`src/rtl/sa_pkg.sv`:
```
// Purpose: shared definitions for the systolic-array edge blocks (state enum, lane slicing, counter width).
// Latency: n/a (types, constants and a pure function only).
// Backpressure: n/a.
package sa_pkg;

    // Control states shared by the array-edge feeders.
    typedef enum logic [1:0] {
        IDLE   = 2'd0,
        STREAM = 2'd1,
        DRAIN  = 2'd2
    } sa_state_e;

    // Width of the per-tile beat counters exported by the feeders.
    localparam int BEAT_CNT_W = 16;

    // MSB of lane k in a packed lane vector. Lane 0 occupies the top slice,
    // so higher lane indices move toward bit 0.
    function automatic int lane_msb(input int k, input int pe_size, input int data_width);
        return data_width * (pe_size - k) - 1;
    endfunction

endpackage

```
`src/rtl/sa_skew_line.sv`:
```
// Purpose: fixed-depth shift register used as one lane of the weight skew triangle.
// Latency: DEPTH cycles from in_i to out_o.
// Backpressure: none; shifts every cycle. clear_i zeroes every stage at the next edge.
//
// Ports:
//   clk, rst_n  - clock and asynchronous active-low reset
//   clear_i     - synchronous flush of all stages
//   in_i        - word entering stage 0
//   out_o       - word leaving the last stage
module sa_skew_line #(
    parameter int DEPTH = 1,
    parameter int WIDTH = 1
) (
    input  logic             clk,
    input  logic             rst_n,
    input  logic             clear_i,
    input  logic [WIDTH-1:0] in_i,
    output logic [WIDTH-1:0] out_o
);

    logic [WIDTH-1:0] stage_q [DEPTH];
    logic [WIDTH-1:0] stage_d [DEPTH];

    always_comb begin
        for (int i = 0; i < DEPTH; i++) begin
            stage_d[i] = '0;
        end
        if (!clear_i) begin
            stage_d[0] = in_i;
            for (int i = 1; i < DEPTH; i++) begin
                stage_d[i] = stage_q[i-1];
            end
        end
    end

    always_ff @(posedge clk or negedge rst_n) begin
        if (!rst_n) begin
            for (int i = 0; i < DEPTH; i++) begin
                stage_q[i] <= '0;
            end
        end else begin
            for (int i = 0; i < DEPTH; i++) begin
                stage_q[i] <= stage_d[i];
            end
        end
    end

    assign out_o = stage_q[DEPTH-1];

endmodule

```
`src/rtl/sa_weight_skewer.sv`:
```
// Purpose: accepts weight vectors and skews them so lane k reaches the array k cycles after lane 0.
// Latency: lane 0 one cycle after accept, lane PE_SIZE-1 PE_SIZE cycles after accept; done_o with the last lane.
// Backpressure: in_ready_o drops while the last beat of a tile drains through the upper lanes, and during clear_i.
//
// Ports:
//   clk, rst_n        - clock and asynchronous active-low reset
//   clear_i           - synchronous flush of FSM, counters and skew lines (highest priority)
//   in_valid_i/in_ready_o/in_data_i/in_last_i - weight beat handshake, lane 0 in the MSBs
//   weight_col_o      - skewed weights, same lane packing as in_data_i
//   weight_en_col_o   - per-lane enable, lane k at bit PE_SIZE-1-k
//   busy_o            - tile in progress (state not IDLE)
//   done_o            - one-cycle pulse when the last lane of the last beat is on the bus
//   beat_cnt_o        - beats accepted in the current tile, saturating
module sa_weight_skewer
    import sa_pkg::*;
#(
    parameter int PE_SIZE    = 4,
    parameter int DATA_WIDTH = 8
) (
    input  logic                          clk,
    input  logic                          rst_n,
    input  logic                          clear_i,
    input  logic                          in_valid_i,
    output logic                          in_ready_o,
    input  logic [DATA_WIDTH*PE_SIZE-1:0] in_data_i,
    input  logic                          in_last_i,
    output logic [DATA_WIDTH*PE_SIZE-1:0] weight_col_o,
    output logic [PE_SIZE-1:0]            weight_en_col_o,
    output logic                          busy_o,
    output logic                          done_o,
    output logic [BEAT_CNT_W-1:0]         beat_cnt_o
);

    // The drain counter only needs to reach PE_SIZE-2; keep it at least one bit wide.
    localparam int DCW = (PE_SIZE > 2) ? $clog2(PE_SIZE) : 1;
    localparam logic [DCW-1:0] DRAIN_LAST = (PE_SIZE >= 2) ? DCW'(PE_SIZE - 2) : '0;
    localparam bit SINGLE_LANE = (PE_SIZE == 1);
    localparam logic [BEAT_CNT_W-1:0] BEAT_CNT_MAX = {BEAT_CNT_W{1'b1}};

    sa_state_e             state_q,     state_d;
    logic [DCW-1:0]        drain_cnt_q, drain_cnt_d;
    logic [BEAT_CNT_W-1:0] beat_cnt_q,  beat_cnt_d;
    logic                  done_q,      done_d;

    logic accept;

    // ------------------------------------------------------------------
    // Handshake
    // ------------------------------------------------------------------
    assign in_ready_o = (state_q != DRAIN) && !clear_i;
    assign accept     = in_valid_i && in_ready_o;

    // ------------------------------------------------------------------
    // Control FSM: next state, drain counter, beat counter, done pulse
    // ------------------------------------------------------------------
    always_comb begin
        state_d     = state_q;
        drain_cnt_d = drain_cnt_q;
        beat_cnt_d  = beat_cnt_q;
        done_d      = 1'b0;

        if (clear_i) begin
            state_d     = IDLE;
            drain_cnt_d = '0;
            beat_cnt_d  = '0;
        end else begin
            case (state_q)
                IDLE: begin
                    if (accept) begin
                        // First beat of a new tile restarts the count.
                        beat_cnt_d = BEAT_CNT_W'(1);
                        if (!in_last_i) begin
                            state_d = STREAM;
                        end else if (SINGLE_LANE) begin
                            // One lane: the beat is fully on the bus next cycle.
                            done_d = 1'b1;
                        end else begin
                            state_d     = DRAIN;
                            drain_cnt_d = '0;
                        end
                    end
                end

                STREAM: begin
                    if (accept) begin
                        if (beat_cnt_q != BEAT_CNT_MAX) begin
                            beat_cnt_d = beat_cnt_q + 1'b1;
                        end
                        if (in_last_i) begin
                            if (SINGLE_LANE) begin
                                state_d = IDLE;
                                done_d  = 1'b1;
                            end else begin
                                state_d     = DRAIN;
                                drain_cnt_d = '0;
                            end
                        end
                    end
                end

                DRAIN: begin
                    // The last beat was accepted on entry; its top lane is on
                    // the bus PE_SIZE-1 edges later, which is when counting
                    // from 0 reaches DRAIN_LAST and the next edge fires.
                    if (drain_cnt_q == DRAIN_LAST) begin
                        state_d = IDLE;
                        done_d  = 1'b1;
                    end else begin
                        drain_cnt_d = drain_cnt_q + 1'b1;
                    end
                end

                default: begin
                    state_d = IDLE;
                end
            endcase
        end
    end

    always_ff @(posedge clk or negedge rst_n) begin
        if (!rst_n) begin
            state_q     <= IDLE;
            drain_cnt_q <= '0;
            beat_cnt_q  <= '0;
            done_q      <= 1'b0;
        end else begin
            state_q     <= state_d;
            drain_cnt_q <= drain_cnt_d;
            beat_cnt_q  <= beat_cnt_d;
            done_q      <= done_d;
        end
    end

    assign busy_o     = (state_q != IDLE);
    assign done_o     = done_q;
    assign beat_cnt_o = beat_cnt_q;

    // ------------------------------------------------------------------
    // Skew triangle: lane k rides a (k+1)-deep line carrying {valid, data}.
    // Non-accept cycles push an all-zero word, so bubbles travel with the
    // beats and every lane sees the gap shifted by its own index.
    // ------------------------------------------------------------------
    for (genvar k = 0; k < PE_SIZE; k++) begin : g_lane
        localparam int MSB = lane_msb(k, PE_SIZE, DATA_WIDTH);

        logic [DATA_WIDTH:0] lane_in;
        logic [DATA_WIDTH:0] lane_out;

        assign lane_in = accept ? {1'b1, in_data_i[MSB -: DATA_WIDTH]} : '0;

        sa_skew_line #(
            .DEPTH (k + 1),
            .WIDTH (DATA_WIDTH + 1)
        ) u_skew_line (
            .clk     (clk),
            .rst_n   (rst_n),
            .clear_i (clear_i),
            .in_i    (lane_in),
            .out_o   (lane_out)
        );

        // Data is masked by the enable so the array never sees stale weights.
        assign weight_en_col_o[PE_SIZE-1-k]   = lane_out[DATA_WIDTH];
        assign weight_col_o[MSB -: DATA_WIDTH] = lane_out[DATA_WIDTH] ? lane_out[DATA_WIDTH-1:0] : '0;
    end

endmodule

```
`config.mk`:
```
export PLATFORM = sky130hd
export DESIGN_NAME = sa_weight_skewer
export DESIGN_NICKNAME = d
export VERILOG_FILES = /design/src/rtl/sa_pkg.sv /design/src/rtl/sa_skew_line.sv /design/src/rtl/sa_weight_skewer.sv
export SDC_FILE = /design/constraint.sdc
export NUM_CORES = 1
export LEC_CHECK = 0
export CAP_MARGIN = 30
export CORE_ASPECT_RATIO = 0.75
export CORE_UTILIZATION = 40
export DETAILED_ROUTE_END_ITERATION = 6
export DONT_BUFFER_PORTS = 1
export SYNTH_ARGS = -nofsm -noshare
export SYNTH_HDL_FRONTEND = slang
export SYNTH_SLANG_ARGS = --single-unit
```
`constraint.sdc`:
```
create_clock -name clk -period 2.4 [get_ports clk]
set_input_delay 0.48 -clock clk [delete_from_list [all_inputs] [get_ports clk]]
set_output_delay 0.48 -clock clk [all_outputs]
set_load 0.01 [all_outputs]
```
==> impl_metrics.env <==
export IMPL_n_fill_cell=931
export IMPL_io_pin_count=92
export IMPL_maxCapViolCount=0
export IMPL_skew_ns=0.007078
export IMPL_dp_cells=471
export IMPL_clk_path_buf_depth=2
export IMPL_path_max_fanout=8
export IMPL_synth_area_top_cells="dfrtp_1, nor2b_1, and3_1"
export IMPL_tightest_slew_ns=0.7199
export IMPL_synth_top_family_by_area="simple AND/OR/NAND/NOR gates"
export IMPL_via_per_inst=5.166
export IMPL_wl_um=7671
export IMPL_ys_types=48
export IMPL_worstPathRequired_ns=2.63
export IMPL_rsz0062_at_grt="no"
export IMPL_synth_warnings=0
export IMPL_cp_data_arrival_time_ns=2.43
export IMPL_p_sw_uw=743.0
export IMPL_regArea_mm2=0.002628
export IMPL_coreArea_mm2=0.009891
export IMPL_syn_nets=397
export IMPL_cts_setup_buffers=0
export IMPL_diodes=0
export IMPL_p_int_mw=2.584
export IMPL_ir_worst_vdd_uv=370.8
export IMPL_comb_power_share_pct=3.0
export IMPL_cts_tree="built"
export IMPL_clock_root_buffer="clkbuf_16"
export IMPL_grt_pass1_vias=2430
export IMPL_relSlewSlack_pct=51.61
export IMPL_drtIter0Drc=123
export IMPL_layout_nets=389
export IMPL_rows=31
export IMPL_post_route_period_util_pct=91.73
export IMPL_synthAdderAreaFrac_pct=0.5993
export IMPL_io_buffer_count=0
export IMPL_cts_repair_resized=0
export IMPL_grt_usage_pct=15.21
export IMPL_syn_to_final_growth_pct=9.230
export IMPL_fmax_mhz=454.2
export IMPL_seq_area_frac_synth_pct=62.93
export IMPL_layoutNonFillerInstCount=487
export IMPL_cts_made_buffers=9
export IMPL_outcome="finished, violations left"
export IMPL_setup_tns_ns=0
export IMPL_synth_edf_count=0
export IMPL_slew_violations=0
export IMPL_ant_nets=0
export IMPL_layout_commonest_cell="dfrtp_1"
export IMPL_fin_util_pct=46.11
export IMPL_grt_pass1_wl_um=12630
export IMPL_insertion_delay_ns=0.34
export IMPL_placed_cell_area_mm2=0.004270
export IMPL_place_gp_congestion=0.8462
export IMPL_critical_path_class="flip-flop to flip-flop"
export IMPL_power_frac_seq_pct=55.3
export IMPL_power_density_mw_per_mm2=729.5
export IMPL_avgRoutedWirePerCell_um=15.75
export IMPL_p_sw_share_pct=22.33
export IMPL_clk_pin_slew_ns=0.07
export IMPL_yosys_area_share_simple_pct=26.91
export IMPL_route_vias_total=2516
export IMPL_synth_compound_area_share_pct=5.933
export IMPL_syn_instance_count=358
export IMPL_final_cell_mix="dfrtp_1, nor2b_1, and3_1"
export IMPL_start_kind="flip-flop"
export IMPL_period_needed_ns=2.202
export IMPL_grt_remaining_overflow=0
export IMPL_hpwl_um=4906
export IMPL_synth_ff_type="dfrtp_1"
export IMPL_first_pass_iters=4
export IMPL_pwr_share_clk_pct=41.7
export IMPL_hold_path_class="input pin to async pin"
export IMPL_grt_max_degree=106
export IMPL_layout_drive_gt1_share_pct=7.887
export IMPL_die_area_mm2=0.01085
export IMPL_h_tree_depth=3
export IMPL_drc=0
export IMPL_syn_area_mm2=0.004175
export IMPL_multi_input_area_mm2=0.001421
export IMPL_antenna_found_initial=0
export IMPL_synthMuxAreaShare_pct=0.5094
export IMPL_synth_xor_area_share_pct=0
export IMPL_violations="negative hold slack"
export IMPL_fp_dieH_um=90.48
export IMPL_hold_violations=105
export IMPL_dieWidth_um=120.0
export IMPL_reg2regPathDepth=5
export IMPL_final_area_mm2=0.004561
export IMPL_end_kind="flip-flop"
export IMPL_start_util_pct=42.21
export IMPL_total_power_mw=3.327
export IMPL_clock_sinks=105
export IMPL_synth_seq_cells=105
export IMPL_p_leak_nw=2.211
export IMPL_hold_slack_ns=-0.1713
export IMPL_synth_top_cell_area_share_pct=62.93
export IMPL_finalSetupViolations=0
export IMPL_synth_avg_cell_area_um2=11.66
export IMPL_async_flop_share_pct=100.0
export IMPL_yosysTopAreaCell="dfrtp_1"
## power groups by stage
stage | logic [mW] | clock network (mW) | registers [mW]
6_report | 0.100 | 1.39 | 1.84
5_1_grt | 0.114 | 1.52 | 1.85
4_1_cts | 0.102 | 1.43 | 1.84
2_1_floorplan | 0.101 | 0 | 1.87
3_3_place_gp | 0.0983 | 0 | 1.87
3_5_place_dp | 0.101 | 0 | 1.88
## cell type report
cell class                 count  area share [%]
clock inverter                 7           1.427
multi-input combinational    223           31.17
tap                          132           3.621
sequential                   105           57.61
clock buffer                   9           4.938
timing repair buffer           4          0.6584
inverter                       7          0.5761
## sequential cells by signal (all words and copies together) (netlist names)
name                        flops
state_q                         2
g_lane.u_skew_line.stage_q     48
drain_cnt_q                     2
beat_cnt_o                     16
g_lane.u_skew_line.out_o       36
done_o                          1
## worst paths after layout
path	startpoint	slack [ns]	end
max in group asynchronous	rst_n	2.42	beat_cnt_o[13]
min	rst_n	-0.17	g_lane[2].u_skew_line.out_o[0]
min reg2reg	g_lane[3].u_skew_line.stage_q[12]	0.46	g_lane[3].u_skew_line.out_o[3]
max reg2reg	beat_cnt_o[0]	0.20	beat_cnt_o[6]
min in group clk	clear_i	0.21	drain_cnt_q[0]
max	beat_cnt_o[0]	0.20	beat_cnt_o[6]
## per-layer routing
layer | up-vias | global-route usage (%) | wire length, um
li1 | 1208 | - | -
met1 | 1227 | 19.64 | 3539
met2 | 73 | 23.71 | 3630
met3 | 8 | 5.177 | 402
met4 | 0 | 5.417 | 99
met5 | - | 0 | 0
## cells in the mapped netlist (all sizes together) (4+ instances only)
cell,count
a21oi,8
and2,33
and3,34
buf,5
clkbuf,18
dfrtp,105
inv,7
nand2,14
nand3,6
nand4,5
nor2,16
nor2b,52
nor4,5
o211ai,5
or4,4
## worst max-delay path, stage by stage, from the launching register on
cell	delay [ns]
dfrtp_1	0.46
ha_1	0.25
nand4_1	0.28
nor4_2	0.74
nor4_1	0.11
a211o_1	0.25
## metrics by stage
step | hold slack, ns | setup slack (ns)
after floorplan | 0.1844 | 0.5549
after global placement | 0.1873 | 0.3466
after detailed placement | 0.1875 | 0.2624
after CTS | -0.1848 | 0.2438
after global routing | -0.2010 | 0.03240
final | -0.1713 | 0.1984
## logic make-up after synthesis
kind of cell	Yosys count
and+or+nand+nor	185
DFF	105
AOI/OAI and AO/OA	34
buffers and inverters	30
muxes	2
adders and majority gates	2
No activity file was read; power rests on OpenSTA's default activity.
